<file path="src/rtl/lsu_ld_arbiter.sv">
// Round-robin arbiter sharing one DCache load port among LSU requesters.
// An in-order FIFO tracks owners of outstanding loads; flush kills entries.
module lsu_ld_arbiter #(
   parameter int NUM_REQ         = 2,
   parameter int PLEN            = 32,
   parameter int XLEN            = 32,
   parameter int MAX_OUTSTANDING = 4
) (
   input  logic                  clk_i,
   input  logic                  rst_i,
   input  logic                  flush_i,
   input  logic [NUM_REQ-1:0]    req_valid_i,
   output logic [NUM_REQ-1:0]    req_ready_o,
   input  logic [NUM_REQ*PLEN-1:0] req_addr_i,
   input  logic [NUM_REQ*4-1:0]  req_op_i,
   output logic [NUM_REQ-1:0]    rsp_valid_o,
   input  logic [NUM_REQ-1:0]    rsp_ready_i,
   output logic [XLEN-1:0]       rsp_data_o,
   output logic                  rsp_err_o,
   output logic                  dc_req_valid_o,
   input  logic                  dc_req_ready_i,
   output logic [PLEN-1:0]       dc_req_addr_o,
   output logic [3:0]            dc_req_op_o,
   input  logic                  dc_rsp_valid_i,
   output logic                  dc_rsp_ready_o,
   input  logic [XLEN-1:0]       dc_rsp_data_i,
   input  logic                  dc_rsp_err_i
);

   localparam int RW = (NUM_REQ > 1) ? $clog2(NUM_REQ) : 1;
   localparam int PW = (MAX_OUTSTANDING > 1) ? $clog2(MAX_OUTSTANDING) : 1;
   localparam int CW = PW + 1;
   localparam logic [CW-1:0] FULL_CNT = CW'(MAX_OUTSTANDING);

   logic [RW-1:0] rr_q, rr_d;
   logic [PW-1:0] head_q, head_d;
   logic [PW-1:0] tail_q, tail_d;
   logic [CW-1:0] cnt_q, cnt_d;
   logic [RW-1:0] owner_q [MAX_OUTSTANDING];
   logic [RW-1:0] owner_d [MAX_OUTSTANDING];
   logic [MAX_OUTSTANDING-1:0] killed_q, killed_d;

   logic          gnt_found;
   logic [RW-1:0] gnt_idx;
   logic          full;
   logic          empty;
   logic          dc_hs;
   logic          push;
   logic          pop;
   logic [RW-1:0] head_owner;
   logic          head_killed;

   // (base + k) mod NUM_REQ, valid because base < NUM_REQ and k < NUM_REQ
   function automatic logic [RW-1:0] wrap_inc(input logic [RW-1:0] base,
                                              input int k);
      int s;
      s = int'(base) + k;
      if (s >= NUM_REQ) s = s - NUM_REQ;
      return s[RW-1:0];
   endfunction

   assign full        = (cnt_q == FULL_CNT);
   assign empty       = (cnt_q == '0);
   assign head_owner  = owner_q[head_q];
   assign head_killed = killed_q[head_q];

   always_comb begin
      gnt_found = 1'b0;
      gnt_idx   = '0;
      for (int k = 0; k < NUM_REQ; k++) begin
         if (!gnt_found && req_valid_i[wrap_inc(rr_q, k)]) begin
            gnt_found = 1'b1;
            gnt_idx   = wrap_inc(rr_q, k);
         end
      end
   end

   always_comb begin
      dc_req_addr_o = '0;
      dc_req_op_o   = '0;
      for (int i = 0; i < NUM_REQ; i++) begin
         if (gnt_idx == RW'(i)) begin
            dc_req_addr_o = req_addr_i[i*PLEN +: PLEN];
            dc_req_op_o   = req_op_i[i*4 +: 4];
         end
      end
   end

   assign dc_req_valid_o = (|req_valid_i) && !full && !flush_i;
   assign dc_hs          = dc_req_valid_o && dc_req_ready_i;
   assign push           = dc_hs && !rst_i;

   always_comb begin
      req_ready_o = '0;
      if (push) req_ready_o[gnt_idx] = 1'b1;
   end

   // Killed heads are drained without notifying any requester
   always_comb begin
      rsp_valid_o    = '0;
      dc_rsp_ready_o = 1'b0;
      if (!rst_i && !empty) begin
         if (head_killed) begin
            dc_rsp_ready_o = 1'b1;
         end else begin
            rsp_valid_o[head_owner] = dc_rsp_valid_i;
            dc_rsp_ready_o          = rsp_ready_i[head_owner];
         end
      end
   end

   assign rsp_data_o = dc_rsp_data_i;
   assign rsp_err_o  = dc_rsp_err_i;
   assign pop        = dc_rsp_valid_i && dc_rsp_ready_o;

   always_comb begin
      rr_d     = rr_q;
      head_d   = head_q + PW'(pop);
      tail_d   = tail_q + PW'(push);
      cnt_d    = cnt_q + CW'(push) - CW'(pop);
      owner_d  = owner_q;
      killed_d = killed_q;
      if (flush_i) killed_d = '1;
      if (push) begin
         rr_d             = wrap_inc(gnt_idx, 1);
         owner_d[tail_q]  = gnt_idx;
         killed_d[tail_q] = 1'b0;
      end
   end

   always_ff @(posedge clk_i) begin
      if (rst_i) begin
         rr_q     <= '0;
         head_q   <= '0;
         tail_q   <= '0;
         cnt_q    <= '0;
         owner_q  <= '{default: '0};
         killed_q <= '0;
      end else begin
         rr_q     <= rr_d;
         head_q   <= head_d;
         tail_q   <= tail_d;
         cnt_q    <= cnt_d;
         owner_q  <= owner_d;
         killed_q <= killed_d;
      end
   end

endmodule
</file>
<file path="config.mk">
export PLATFORM = sky130hd
export DESIGN_NAME = lsu_ld_arbiter
export DESIGN_NICKNAME = d
export VERILOG_FILES = /design/src/rtl/lsu_ld_arbiter.sv
export SDC_FILE = /design/constraint.sdc
export NUM_CORES = 1
export LEC_CHECK = 0
export ABC_AREA = 0
export CAP_MARGIN = 20
export CORE_MARGIN = 2
export CORE_UTILIZATION = 26
export DETAILED_ROUTE_END_ITERATION = 10
export PLACE_DENSITY = 0.82
export SYNTH_ARGS = -nofsm -noshare
export SYNTH_HDL_FRONTEND = slang
export SYNTH_SLANG_ARGS = --single-unit
</file>
<file path="constraint.sdc">
create_clock -name clk_i -period 3.4 [get_ports clk_i]
set_clock_uncertainty 0.15 [all_clocks]
set_input_delay 0.68 -clock clk_i [delete_from_list [all_inputs] [get_ports clk_i]]
set_output_delay 0.68 -clock clk_i [all_outputs]
set_load 0.02 [all_outputs]
</file>
==> results of run 1 <==
worst register-to-register path, stage by stage (launching register included):
cell,delay [ns]
dfxtp_1,0.44
mux4_2,0.58
mux2_4,0.35
o21ai_0,0.26
xnor2_1,0.16
ha_1,0.16
inv_1,0.05
fa_1,0.37
xor2_1,0.17
xnor2_1,0.14
nor2_1,0.05
cell families after synthesis:
kind of cell	share of synthesized area
buffers and inverters	0.196
muxes	0.345
and+or+nand+nor	0.136
DFF	0.217
AOI/OAI and AO/OA	0.0525
xor gates and xnor gates	0.0237
adders and majority gates	0.0305
final cells by class:
type,instances,area (µm²),share of cell area
Clock buffer,3,41.3,0.0156
Inverter,5,18.8,0.00708
Tap cell,72,90.1,0.0340
Timing Repair Buffer,130,1300,0.491
Multi-Input combinational cell,98,880,0.332
Sequential cell,16,320,0.121
routing by layer:
layer,GRT usage,up-vias,share of wire
met5,0,-,0
met4,0.0448,0,0.012
met3,0.0475,4,0.10
met2,0.270,87,0.54
met1,0.151,674,0.34
li1,-,713,-
cell usage in the layout (no fill, tap or decap), drive strengths merged, types with 2 or more instances in the layout:
cell type      count
clkbuf             3
mux2              37
mux2i              4
ha                 2
dfxtp             16
o21ai              2
mux4               2
nand2              4
xnor2              3
nor3               5
buf                8
nor3b              4
dlymetal6s2s       4
nor2              11
o211a              2
inv                4
clkdlybuf4s50    116
nor2b              2
nand3              5
path summary, 6_finish.rpt:
kind	endpoint	start	cells after the start	slack [ns]
max reg2reg	cnt_q[2]	head_q[0]	10	0.42
max	dc_req_addr_o[23]	req_valid_i[0]	6	0.06
min reg2reg	owner_q[0]	owner_q[0]	2	0.31
min	owner_q[0]	owner_q[0]	2	0.31
power by group through the flow:
stage               Sequential, W  Combinational (W)  Clock (W)
floorplan                0.000227           0.000266          0
global placement         0.000232           0.000415          0
detailed placement       0.000233           0.000420          0
CTS                      0.000229           0.000423   0.000147
global route             0.000233           0.000449   0.000155
finish                   0.000229           0.000417   0.000141
through the flow:
stage          setup TNS (ns)  setup WS [ns]
2_1_floorplan               0          0.563
3_3_place_gp           -0.395         -0.226
3_5_place_dp           -0.413         -0.204
4_1_cts                     0         0.0282
5_1_grt                     0       0.000488
6_report                    0         0.0552
flip-flops by register name (all words and copies together) (netlist names):
| signal | cells |
|---|---|
| cnt_q | 3 |
| head_q | 2 |
| killed_q | 4 |
| owner_q | 4 |
| rr_q | 1 |
| tail_q | 2 |
timing repair:
action	CTS	global route
gates resized for setup	2	5
endpoints found under the setup margin	2	5
pin swaps	0	0
buffers inserted	0	0
hold buffers	0	0
==> summary.md, run 1 <==
| Metric | Value |
|---|---|
| Status | finished clean |
| Die width | 79.4 µm |
| Number of detailed-route iterations in the first pass | 4 |
| RSZ-0062 raised after global routing | no |
| Top Ports | approximately 190 |
| NetSw | 0.000251 W |
| Global route overflow | 0 |
| Top post-synthesis cells by count | mux2_2, buf_4, dfxtp_1, nor2_1, clkbuf_1 |
| Synth-to-layout area growth | 79.5% |
| First-pass GRT wire length | ~7.1 mm |
| Peak supply drop | about 0.00012 V |
| Synth area leaders | mux2_2, dfxtp_1, buf_4, nor2_1, mux2i_1 |
| Most used cell along the critical path | clkdlybuf4s50_1 |
| Ys async rst share | 0 |
| Die Ht | slightly below 80 µm |
| Seq cells post-synth | 16 |
| Crit-path slowest cell | clkdlybuf4s50_1 |
| Detail Route Antenna Nets | 0 |
| Number of global-route vias before repair | ~1500 |
| Worst-Margin Slew | 0.395 ns |
| Top-count cell post-synth | mux2_2 |
| WL/cell | 14.1 µm |
| CTS clock-pin slew for the worst setup and hold paths | approximately 0.060 ns |
| CP top delay family | buffers and inverters |
| Int Pwr | between 0.0005 and 0.0006 W |
| Leakage | 1.07 nW |
| Post-synth EDFFs | 0 |
| Final Slew Violations | 0 |
| Vias/cell | roughly 4.6 |
| Sequential area share after synthesis | 0.217 |
| Sw Share | 0.319 |
| Fmax | between 0.2 and 0.3 GHz |
| Clock power frac | 0.180 |
| CP Data Required Time | 2.57 ns |
| Min-Delay Path Class | reg -> reg |
| CP Data Arrival Time | between 2 and 3 ns |
| Antenna Cells | 0 |
| Final setup fails | 0 |
| Crit. End Element | output pin |
| Mapped Cells | approximately 160 |
| Layout cells sized above 1 | 0.202 |
| Initial antenna violation count | 0 |
| Routed vias | 1478 |
| CP max stage delay | about 0.56 ns |
| Post-synthesis cell area | approximately 1500 µm² |
| CP Max Fanout | 31 |
| NumNets Final | roughly 370 |
| Final hold violation count | 0 |
| Final worst-path cycle share | 0.984 |
| Sink Count | 16 |
| Max-cap violations | 0 |
| Post-Place Cell Area | around 2600 µm² |
| DP HPWL | about 3.9 mm |
| Worst slew margin | 0.736 |
| Yosys top cell area share | 0.274 |
| Post-Route Utilization | 0.482 |
| Number of fill cells | between 500 and 600 |
| Dpl cells | around 320 |
| Critical path startpoint category | input pin |
| Pwr Density | between 200 and 300 nW/µm² |
| Largest net degree at the start of global routing | 32 |
| Comb power frac | 0.529 |
| Syn_area_per_cell | between 9 and 10 µm² |
| Worst-path cell chain | clkdlybuf4s50_1 > inv_1 > o21ai_4 > buf_12 > mux2_2 > clkdlybuf4s50_1 |
| Initial Util | 0.268 |
| Fin crit period | 3.34 ns |
| TritonCTS Buffers | 3 |
| Post-route design area | between 2000 and 3000 µm² |
| Synth Warn # | 0 |
| Clk buf depth | 2 |
| Gr usage total | 0.144 |
| Worst hold slack | between 0.3 and 0.4 ns |
| Die area | about 6300 µm² |
| Sequential Power Share | 0.291 |
| Core area | around 5500 µm² |
| Power consumption | ~0.00079 W |
| Final Wtd Congestion | ~0.8 |
| Layout Cells excl Fill | roughly 320 |
| DRC violations left | 0 |
| CP Class | in -> out |
| Worst-Skew Late Latency | 0.25 ns |
| Routed WL | between 4 and 5 mm |
| H-Tree Depth | 1 |
| Port bufs | 122 |
| Dominant cell type by area after synthesis | mux2_2 |
| CTS tree | built |
| Root Buffer | clkbuf_8 |
| Syn nets | ~280 |
| Dominant synthesized flop cell | dfxtp_1 |
| Synth unique cells | 36 |
| WP buf/inv | 4 |
| Row Count | 27 |
| First-iteration detailed-routing DRC count | ~100 |
Power figures use the tool's default switching activity.
==> inputs of run 2 (changes only) <==
- CTS_BUF_LIST: unset -> sky130_fd_sc_hd__clkbuf_4
==> run 2 against run 1 <==
  * Total power shrank 5.5%
  * Critical path type unchanged
  * Fmax barely moved
  * Largest power group unchanged
  * Largest cell class unchanged
  * Final area down 0.71%
==> summary.md, run 2 (synthesized netlist as in run 1, its figures left out) <==
| Metric | Value |
|---|---|
| Status | finished clean (unchanged) |
| CP Class | in -> out (unchanged) |
| Number of global-route vias before repair | 1535 (was 1536) |
| Antenna Cells | 0 (unchanged) |
| Top Ports | 189 (unchanged) |
| Layout cells sized above 1 | 0.202 (unchanged) |
| Reg2Reg Depth | 10 (unchanged) |
| CTS clock-pin slew for the worst setup and hold paths | 0.09 ns (was 0.06 ns) |
| CP max stage delay | 0.56 ns (about the same) |
| Vias/cell | 4.54 (was 4.56) |
| Leakage | 1.06 nW (was 1.07 nW) |
| Fin crit period | 3.34 ns (about the same) |
| Min-Delay Path Class | reg -> reg (unchanged) |
| Die width | 79.4 µm (unchanged) |
| Fmax | 0.299 GHz (about the same) |
| Reg-to-Reg End | cnt_q[2] (unchanged) |
| Die area | 6300 µm² (unchanged) |
| Global route overflow | 0 (unchanged) |
| Most used cell along the critical path | clkdlybuf4s50_1 (unchanged) |
| Crit-path slowest cell | clkdlybuf4s50_1 (unchanged) |
| Routed WL | 4.54 mm (was 4.57 mm) |
| Worst hold slack | 0.313 ns (was 0.309 ns) |
| Row Count | 27 (unchanged) |
| CP Max Fanout | 31 (unchanged) |
| Final setup fails | 0 (unchanged) |
| Peak supply drop | 0.000140 V (was 0.000119 V) |
| Pwr Density | 282 nW/µm² (was 297 nW/µm²) |
| First-pass GRT wire length | 7.11 mm (was 7.13 mm) |
| Post-CTS Repair Setup Buffers | 0 (unchanged) |
| DP HPWL | 3.89 mm (unchanged) |
| Final Slew Violations | 0 (unchanged) |
| Final worst-path cycle share | 0.983 (was 0.984) |
| RSZ-0062 raised after global routing | no (unchanged) |
| Critical path capture point | dc_req_addr_o[23] (unchanged) |
| Sink Count | 16 (unchanged) |
| H-Tree Depth | 1 (unchanged) |
| DRC violations left | 0 (unchanged) |
| Crit. Startpoint | req_valid_i[0] (unchanged) |
| CP Data Arrival Time | 2.51 ns (about the same) |
| Port bufs | 122 (unchanged) |
| Routed vias | 1472 (was 1478) |
| Final Wtd Congestion | 0.823 (unchanged) |
| Root Buffer | clkbuf_4 (was clkbuf_8) |
| Worst-Margin Slew | 0.397 ns (was 0.395 ns) |
| Max-cap violations | 0 (unchanged) |
| Gr usage total | 0.143 (was 0.144) |
| Crit. End Element | output pin (unchanged) |
| Final hold violation count | 0 (unchanged) |
| Detail Route Antenna Nets | 0 (unchanged) |
| Post-CTS sizing | 2 (unchanged) |
| Worst-path cell chain | clkdlybuf4s50_1 > inv_1 > o21ai_4 > buf_12 > mux2_2 > clkdlybuf4s50_1 (unchanged) |
| Synth-to-layout area growth | 78.2% (was 79.5%) |
| Most frequent cells in the layout | clkdlybuf4s50_1, mux2_2, dfxtp_1 (unchanged) |
| First-iteration detailed-routing DRC count | 110 (was 104) |
| Worst r2r src | head_q[0] (unchanged) |
| Largest registers | killed_q (4), owner_q (4), cnt_q (3) (unchanged) |
| WP buf/inv | 4 (unchanged) |
| Commonest non-fill, non-tap cell in the layout | clkdlybuf4s50_1 (unchanged) |
| Die Ht | 79.4 µm (unchanged) |
| Largest net degree at the start of global routing | 32 (unchanged) |
| Initial antenna violation count | 0 (unchanged) |
| CP top delay family | buffers and inverters (unchanged) |
| R2R setup slack | 0.41 ns (was 0.42 ns) |
| Critical path startpoint category | input pin (unchanged) |
| NumNets Final | 371 (unchanged) |
| Post-Route Utilization | 0.478 (was 0.482) |
| Number of detailed-route iterations in the first pass | 4 (unchanged) |
| CP Data Required Time | 2.57 ns (about the same) |
| WL/cell | 14.0 µm (was 14.1 µm) |
| CP Depth | 6 (unchanged) |
| Worst slew margin | 0.735 (was 0.736) |
| TritonCTS Buffers | 3 (unchanged) |
| Initial Util | 0.268 (unchanged) |
| Clk buf depth | 2 (unchanged) |
| # hold bufs at CTS | 0 (unchanged) |
| Worst-Skew Late Latency | 0.28 ns (was 0.25 ns) |
| Core area | 5510 µm² (unchanged) |
| CTS tree | built (unchanged) |
[run 2: cell types whose count changed in the layout (fill, tap and decap cells not counted)]
cell      before  now
clkbuf_8       3    0
clkbuf_4       0    3
[run 2: worst min-delay path by stage]
stage                    start         end  slack (ns)  cells after the start
detailed placement  owner_q[0]  owner_q[0]        0.30                      2
floorplan           owner_q[1]  owner_q[1]        0.28                      2
global placement    owner_q[1]  owner_q[1]        0.29                      2
CTS                 owner_q[0]  owner_q[0]        0.32                      2
finish              owner_q[0]  owner_q[0]        0.31                      2
global route        owner_q[1]  owner_q[1]        0.34                      2
[run 2: cell type report]
cell class	count	area, µm²
fill	512	2870
timing repair buffer	130	1300
multi-input combinational	98	880
sequential	16	320
tap	72	90.1
clock buffer	3	22.5
inverter	5	18.8
[run 2: worst reg2reg max path, delay by kind of cell, from the launching register on]
kind / cells / cell delay [ns]
AND/OR/NAND/NOR: 1 / 0.05
AO/OA/AOI/OAI: 1 / 0.27
buffers and inverters: 1 / 0.05
multiplexers: 2 / 0.93
flip-flops: 1 / 0.45
adder cells (fa/ha/maj): 2 / 0.53
XOR/XNOR: 3 / 0.47
[run 2: through the flow]
stage	power [W]	setup TNS [ns]	setup WS, ns	cell area [µm²]	instances
finish	0.000744	0	0.0565	2630	324
global route	0.000791	0	0.000488	2630	324
CTS	0.000753	0	0.0282	2620	324
detailed placement	0.000653	-0.413	-0.204	2600	321
global placement	0.000647	-0.395	-0.226	2600	321
floorplan	0.000493	0	0.563	1480	158
[run 2: power breakdown]
part	total, W	internal [W]	leakage (nW)	switching (W)
clock network	0.0000980	0.0000411	0.0138	0.0000569
logic	0.000417	0.000249	0.920	0.000168
registers	0.000229	0.000208	0.131	0.0000204
[run 2: metal layers]
| metal | track usage | vias up | part of all wire |
|---|---|---|---|
| li1 | - | 715 | - |
| met1 | 0.149 | 668 | 0.35 |
| met2 | 0.270 | 83 | 0.54 |
| met3 | 0.0475 | 6 | 0.10 |
| met4 | 0.0397 | 0 | 0.014 |
| met5 | 0 | - | 0 |
==> inputs of run 3 (changes only) <==
- MAX_ROUTING_LAYER: unset -> met4
==> run 3 against run 2 <==
  * Cell count unchanged
  * Via count rose by 0.20%
  * Final area is the same
  * Global-route usage increased by 0.43 points
  * Largest power group unchanged
==> summary.md, run 3 (synthesized netlist as in run 1, its figures left out) <==
| Metric | Value |
|---|---|
| Largest registers | killed_q (4), owner_q (4), cnt_q (3) (unchanged) |
| First-iteration detailed-routing DRC count | 95 (was 110) |
| Synth-to-layout area growth | 78.2% (unchanged) |
| Worst-path cell chain | clkdlybuf4s50_1 > inv_1 > o21ai_4 > buf_12 > mux2_2 > clkdlybuf4s50_1 (unchanged) |
| Crit. End Element | output pin (unchanged) |
| CP Max Fanout | 31 (unchanged) |
| CP Data Required Time | 2.57 ns (about the same) |
| Final setup TNS | 0 ns (unchanged) |
| Peak supply drop | 0.000138 V (was 0.000140 V) |
| Die area | 6300 µm² (unchanged) |
| Number of fill cells | 512 (unchanged) |
| Critical path startpoint category | input pin (unchanged) |
| Min-Delay Path Class | reg -> reg (unchanged) |
| Gr usage total | 0.147 (was 0.143) |
| Most used cell along the critical path | clkdlybuf4s50_1 (unchanged) |
| WL/cell | 14.0 µm (about the same) |
| Top Ports | 189 (unchanged) |
| Sw Share | 0.329 (was 0.330) |
| Seq. cell area | 320 µm² (unchanged) |
| Commonest non-fill, non-tap cell in the layout | clkdlybuf4s50_1 (unchanged) |
| Routed WL | 4.54 mm (about the same) |
| CP top delay family | buffers and inverters (unchanged) |
| Antenna Cells | 0 (unchanged) |
| Number of detailed-route iterations in the first pass | 4 (unchanged) |
| CP Class | in -> out (unchanged) |
| Clock power frac | 0.130 (was 0.132) |
| Final Slew Violations | 0 (unchanged) |
| NetSw | 0.000244 W (was 0.000245 W) |
| Core area | 5510 µm² (unchanged) |
| Final worst-path cycle share | 0.982 (was 0.983) |
| Port bufs | 122 (unchanged) |
| Worst-Margin Slew | 0.390 ns (was 0.397 ns) |
| Post-CTS Repair Setup Buffers | 0 (unchanged) |
| DRC violations left | 0 (unchanged) |
| Crit-path slowest cell | clkdlybuf4s50_1 (unchanged) |
| CP Data Arrival Time | 2.51 ns (about the same) |
| Leakage | 1.06 nW (unchanged) |
| Dpl cells | 321 (unchanged) |
| Global route overflow | 0 (unchanged) |
| Post-route design area | 2630 µm² (unchanged) |
| Worst slew margin | 0.739 (was 0.735) |
| Max-cap violations | 0 (unchanged) |
| H-Tree Depth | 1 (unchanged) |
| R2R setup slack | 0.41 ns (about the same) |
| DP HPWL | 3.89 mm (unchanged) |
| Post-Place Cell Area | 2600 µm² (unchanged) |
| CTS clock-pin slew for the worst setup and hold paths | 0.09 ns (about the same) |
| Fmax | 0.299 GHz (about the same) |
| NumNets Final | 371 (unchanged) |
| Final setup fails | 0 (unchanged) |
| Multi-input logic area | 880 µm² (unchanged) |
| Sink Count | 16 (unchanged) |
| Int Pwr | 0.000498 W (about the same) |
| Initial Util | 0.268 (unchanged) |
| Die width | 79.4 µm (unchanged) |
| Routed vias | 1475 (was 1472) |
| Initial antenna violation count | 0 (unchanged) |
| Sequential Power Share | 0.308 (about the same) |
| Row Count | 27 (unchanged) |
| Clk buf depth | 2 (unchanged) |
| Final Wtd Congestion | 0.836 (was 0.823) |
| RSZ-0062 raised after global routing | no (unchanged) |
| Root Buffer | clkbuf_4 (unchanged) |
| Layout cells sized above 1 | 0.202 (unchanged) |
| Status | finished clean (unchanged) |
| Vias/cell | 4.55 (was 4.54) |
| Most frequent cells in the layout | clkdlybuf4s50_1, mux2_2, dfxtp_1 (unchanged) |
| Die Ht | 79.4 µm (unchanged) |
| Final hold violation count | 0 (unchanged) |
| CTS tree | built (unchanged) |
| Worst-Skew Late Latency | 0.28 ns (about the same) |
| Pwr Density | 282 nW/µm² (about the same) |
| Comb power frac | 0.561 (was 0.560) |
| WP buf/inv | 4 (unchanged) |
| Largest net degree at the start of global routing | 32 (unchanged) |
| Detail Route Antenna Nets | 0 (unchanged) |
| First-pass GRT wire length | 7.11 mm (unchanged) |
| Fin crit period | 3.34 ns (about the same) |
| TritonCTS Buffers | 3 (unchanged) |
| Number of global-route vias before repair | 1530 (was 1535) |
| CP max stage delay | 0.54 ns (was 0.56 ns) |
| Layout Cells excl Fill | 324 (unchanged) |
[run 3: cell counts in the layout (fill, tap and decap cells not counted)]
Identical to the previous run, type by type.
[run 3: stage by stage]
step | power [W] | utilization | hold slack, ns | setup WS, ns
6_report | 0.000742 | 0.478 | 0.313 | 0.0600
2_1_floorplan | 0.000493 | - | 0.282 | 0.563
4_1_cts | 0.000753 | 0.476 | 0.317 | 0.0282
3_5_place_dp | 0.000653 | 0.473 | 0.304 | -0.204
5_1_grt | 0.000792 | 0.478 | 0.343 | 0.00316
3_3_place_gp | 0.000647 | 0.473 | 0.291 | -0.226
[run 3: timing repair]
action,4_1_cts,5_1_grt
setup endpoints to repair,2,5
pin swaps,0,0
gates resized for setup,2,5
hold buffers,0,0
[run 3: final timing paths]
| path | end | depth (start not counted) | startpoint |
|---|---|---|---|
| max | dc_req_addr_o[4] | 6 | req_valid_i[0] |
| min reg2reg | owner_q[0] | 2 | owner_q[0] |
| min | owner_q[0] | 2 | owner_q[0] |
| max reg2reg | cnt_q[2] | 10 | head_q[0] |
[run 3: area by class of cell]
type | count | area share
Timing Repair Buffer | 130 | 0.495
Multi-Input combinational cell | 98 | 0.334
Sequential cell | 16 | 0.122
Tap cell | 72 | 0.0342
Clock buffer | 3 | 0.00855
Inverter | 5 | 0.00713
[run 3: routing by layer]
layer | share of wire | global-route usage
met4 | 0.012 | 0.0397
met1 | 0.37 | 0.160
met3 | 0.080 | 0.0339
met2 | 0.54 | 0.269
met5 | 0 | -
[run 3: worst register-to-register path, stage by stage, from the launching register on]
cell and delay (ns):
dfxtp_1 0.45, mux4_2 0.58, mux2_4 0.35, o21ai_0 0.26, xnor2_1 0.16, ha_1 0.16
inv_1 0.05, fa_1 0.37, xor2_1 0.17, xnor2_1 0.14, nor2_1 0.05
[run 3: power groups by stage]
stage / sequential, W / combinational [W] / clock, W
floorplan: 0.000227 / 0.000266 / 0
global placement: 0.000232 / 0.000415 / 0
detailed placement: 0.000233 / 0.000420 / 0
CTS: 0.000229 / 0.000423 / 0.000102
global route: 0.000233 / 0.000449 / 0.000111
finish: 0.000229 / 0.000417 / 0.0000969
